==> src/rtl/rng_floor_gen.sv <==
// Galois LFSR random source with seed loading, clock enable and lock-up recovery,
// plus a request/valid port returning unbiased floor numbers by bounded rejection sampling.
`timescale 1ns/1ps
module rng_floor_gen #(
  parameter int unsigned       WIDTH     = 12,
  parameter logic [WIDTH-1:0]  TAPS      = 12'h829,
  parameter logic [WIDTH-1:0]  SEED      = 12'hACE,
  parameter int unsigned       RANGE     = 6,
  parameter int unsigned       MAX_TRIES = 16,
  localparam int unsigned      OUT_W     = $clog2(RANGE)
) (
  input  logic             clk,
  input  logic             rst,
  input  logic             en,
  input  logic             seed_ld,
  input  logic [WIDTH-1:0] seed_in,
  input  logic             req,
  output logic [WIDTH-1:0] randy,
  output logic [OUT_W-1:0] draw_val,
  output logic             draw_valid,
  output logic             busy,
  output logic             fallback
);

  localparam int unsigned TRY_W = (MAX_TRIES > 1) ? $clog2(MAX_TRIES) : 1;

  typedef enum logic [0:0] {
    IDLE = 1'b0,
    DRAW = 1'b1
  } state_e;

  state_e           state_q;
  logic [WIDTH-1:0] lfsr_q, lfsr_d;
  logic [TRY_W-1:0] tries_q;
  logic [OUT_W-1:0] draw_val_q;
  logic             draw_valid_q, busy_q, fallback_q;
  logic [OUT_W-1:0] cand_s, fb_val_s;
  logic             cand_ok_s, last_try_s;

  // Candidate is the low bits of the pre-step LFSR value; the fallback folds it back into range
  assign cand_s     = lfsr_q[OUT_W-1:0];
  assign cand_ok_s  = (32'(cand_s) < RANGE);
  assign fb_val_s   = OUT_W'(32'(cand_s) - RANGE);
  assign last_try_s = (tries_q == TRY_W'(MAX_TRIES - 1));

  // LFSR next state: seed load wins, an all-zero state is forced back to SEED, else step on en
  always_comb begin
    lfsr_d = lfsr_q;
    if (seed_ld) begin
      lfsr_d = (seed_in == {WIDTH{1'b0}}) ? SEED : seed_in;
    end else if (lfsr_q == {WIDTH{1'b0}}) begin
      lfsr_d = SEED;
    end else if (en) begin
      lfsr_d = lfsr_q[0] ? ((lfsr_q >> 1) ^ TAPS) : (lfsr_q >> 1);
    end else begin
      lfsr_d = lfsr_q;
    end
  end

  // LFSR register and draw FSM with registered outputs
  always_ff @(posedge clk or negedge rst) begin
    if (!rst) begin
      lfsr_q       <= SEED;
      state_q      <= IDLE;
      tries_q      <= {TRY_W{1'b0}};
      draw_val_q   <= {OUT_W{1'b0}};
      draw_valid_q <= 1'b0;
      busy_q       <= 1'b0;
      fallback_q   <= 1'b0;
    end else begin
      lfsr_q       <= lfsr_d;
      draw_valid_q <= 1'b0;
      case (state_q)
        IDLE: begin
          if (en && req) begin
            state_q <= DRAW;
            tries_q <= {TRY_W{1'b0}};
            busy_q  <= 1'b1;
          end
        end
        DRAW: begin
          if (en) begin
            if (cand_ok_s) begin
              draw_val_q   <= cand_s;
              fallback_q   <= 1'b0;
              draw_valid_q <= 1'b1;
              state_q      <= IDLE;
              busy_q       <= 1'b0;
            end else if (last_try_s) begin
              draw_val_q   <= fb_val_s;
              fallback_q   <= 1'b1;
              draw_valid_q <= 1'b1;
              state_q      <= IDLE;
              busy_q       <= 1'b0;
            end else begin
              tries_q <= tries_q + TRY_W'(1);
            end
          end
        end
        default: begin
          state_q <= IDLE;
          busy_q  <= 1'b0;
        end
      endcase
    end
  end

  assign randy      = lfsr_q;
  assign draw_val   = draw_val_q;
  assign draw_valid = draw_valid_q;
  assign busy       = busy_q;
  assign fallback   = fallback_q;

endmodule

==> config.mk <==
export PLATFORM = sky130hd
export DESIGN_NAME = rng_floor_gen
export DESIGN_NICKNAME = d
export VERILOG_FILES = /design/src/rtl/rng_floor_gen.sv
export SDC_FILE = /design/constraint.sdc
export NUM_CORES = 1
export LEC_CHECK = 0
export ABC_AREA = 1
export CORE_AREA = 2 2 54 56
export DETAILED_ROUTE_END_ITERATION = 7
export DIE_AREA = 0 0 56 58
export PLACE_DENSITY_LB_ADDON = 0.08
export REMOVE_ABC_BUFFERS = 1
export SLEW_MARGIN = 25
export SYNTH_ARGS = -nofsm -noshare
export SYNTH_HDL_FRONTEND = slang
export SYNTH_SLANG_ARGS = --single-unit
==> constraint.sdc <==
create_clock -name clk -period 4.3 [get_ports clk]
set_input_delay 0.43 -clock clk [delete_from_list [all_inputs] [get_ports clk]]
set_output_delay 0.43 -clock clk [all_outputs]
set_load 0.01 [all_outputs]
==> flow_summary.ini <==
[worst_setup_path]
cp_top_family = flip-flops
critPathMaxStageDelay_ns = 0.62
start_kind = flop
path_max_fanout = 7
crit_arrival_ns = 1.47
slowest_stage = dfstp_2
criticalPathCategory = reg -> out
path_cells = clkdlybuf4s50_1
endpoint_kind = output pin
required_ns = 3.87
path_buf_inv = 1

[synthesis]
synth_cell_types = 24
synth_top_area_share_pct = 29.8
synth_commonest_cells = 60 x nand2_1, 30 x nand3_1, 20 x inv_1
synth-async-reset-ratio_pct = 100
yosysTopAreaCell = dfrtp_1
synth_area_per_cell_sq_um = 7.46
ys_seq_area_share_pct = 43.5
synth_seq_cells = 23
yosys_warnings = 0
yosys-top-cells-area = dfrtp_1 30%, nand2_1 17%, dfstp_2 14%
netlist_area_sq_um = 1340
yosysMostFrequentCell = nand2_1
yosys_most_used_dff = dfrtp_1
synth_cells = 180
synth-edff-count = 0

[route]
first_pass_iters = 4
drt-met1-wl_mm = 1.38
route.detailed.drc = 0
met2_length_mm = 1.40
viasPerCell = 5.08
drt-total-wl_mm = 2.95
first_iter_violations = 45
vias = 1245
dr_wl_met3_microns = 148
routedWlPerCell_microns = 12.0
drtAntennaViolNets = 0
dr.max_layer_used = met4

[clock_tree]
h-tree-depth = 1
cts_tree = yes
cts_buffer_depth = 2
clkSlewWorstSetupHoldPaths_ns = 0.12
post_cts_buffers = 0
cts_buffers = 3
clk_latency_ns = 0.31
hold_buffers = 0
cts-resized-gates = 0
cts_sinks = 23
cts_root_buf = clkbuf_4

[cells_and_area]
final_area_sq_um = 1700
area_growth_pct = 26.7
diodes = 0
final_layout_size_suffix_gt1_share_pct = 10.3
nNetsFinal = 234
fillCellCount = 245

[timing]
maxSlewViolCount = 0
fin_tns_setup_ns = 0
slew_headroom_pct = 61.2
fin_crit_sh_pct = 44.3
min_period_ns = 1.90
rsz0062_at_grt = false
fmax_ghz = 0.525
setup_viol_count_final = 0
final-hold-violation-count = 0
fin_hold_ws_ns = 0.0707
worstMarginPinSlew_ns = 0.580
fin_worst_skew_ns = 0.00749

[floorplan]
dieArea_sq_um = 3250
start_util_pct = 50.4
die_y_microns = 58
rows = 19
chipWidth_microns = 56
coreArea_sq_um = 2660
pin_count = 35

[grt]
overflow = 0
track_usage_pct = 19.6
grt_pass1_vias = 1173
antenna_found_initial = 0
grt_max_degree = 24
grt_pass1_wl_mm = 5.10

[placed_design]
io_buffer_count = 34
dp.final_hpwl_mm = 2.27
place.gp.congestion = 0.804
place_area_sq_um = 1680

[power]
vdd_drop_max_mv = 0.266
power.density_nw_per_um2 = 373
p_leak_nw = 0.844

[flow_run]
cap_violations = 0

[hold_path]
holdCritPathClass = in -> async

[run_status]
status = finished, final reports clean
[layer usage]
metal | GRT usage, % | up-vias
li1 | - | 641
met1 | 26.3 | 561
met2 | 33.6 | 41
met3 | 2.90 | 2
met4 | 5.10 | 0
met5 | 0 | -
[cells in the final DEF (no fill, tap or decap)]
cell type and instances:
a21oi_1 2, a21oi_4 1, buf_2 1, clkbuf_1 1, clkbuf_4 3, clkdlybuf4s50_1 33, dfrtp_1 16, dfstp_2 7
ha_1 2, inv_1 20, inv_4 1, nand2_1 60, nand2_2 4, nand3_1 30, nand3_2 1, nand3b_1 1
nor2_1 10, nor2_2 2, nor2_4 1, nor3_1 2, o21ai_0 8, o21ai_1 2, o31ai_1 2, or2_1 1
or2_2 1, xor2_1 2
[sequential cells by signal, summed over array words and instances (netlist names)]
name	count
tries_q	4
busy	1
fallback	1
draw_val	3
state_q	1
draw_valid	1
randy	12
[power by group]
group          switching [mW]  leakage (nW)  internal, mW
Combinational           0.106         0.552         0.115
Clock                  0.0620        0.0150        0.0362
Sequential             0.0444         0.277         0.271
Total                   0.213         0.844         0.422
[through the flow]
stage	setup slack (ns)	utilization (%)	std cells	power (mW)
2_1_floorplan	2.87	-	176	0.425
4_1_cts	2.38	64.1	245	0.641
3_3_place_gp	2.37	63.1	241	0.536
6_report	2.40	63.9	245	0.635
5_1_grt	2.33	63.9	245	0.683
3_5_place_dp	2.34	63.1	241	0.543
[layout make-up]
class                   instances  area [sq um]  share of cell area [%]
multi-input cells             132           636                    37.4
repair buffers                 34           335                    19.7
inverters                      21          81.3                    4.78
well taps                      31          38.8                    2.28
clock buffers                   4          26.3                    1.54
flip-flops and latches         23           584                    34.3
[worst paths after layout]
path	from	to	slack, ns	cells past startpoint
setup / recovery	randy[2]	randy[2]	2.40	1
hold / removal	rst	draw_valid	0.07	1
setup reg to reg	randy[1]	randy[4]	2.70	8
hold reg to reg	fallback	fallback	0.50	2
max in group asynchronous	rst	randy[7]	3.86	1
min in group clk	fallback	fallback	0.50	2
[logic make-up (layout without fill, tap and decap cells)]
| kind of cell | after synthesis | after routing | synth area share, % |
|---|---|---|---|
| AOI/OAI and AO/OA | 15 | 15 | 6.80 |
| and+or+nand+nor | 113 | 113 | 37.4 |
| DFF | 23 | 23 | 43.5 |
| xor gates and xnor gates | 2 | 2 | 1.30 |
| adders and majority gates | 2 | 2 | 1.86 |
| buffers and inverters | 25 | 59 | 9.13 |
No activity file was read; power rests on OpenSTA's default activity.
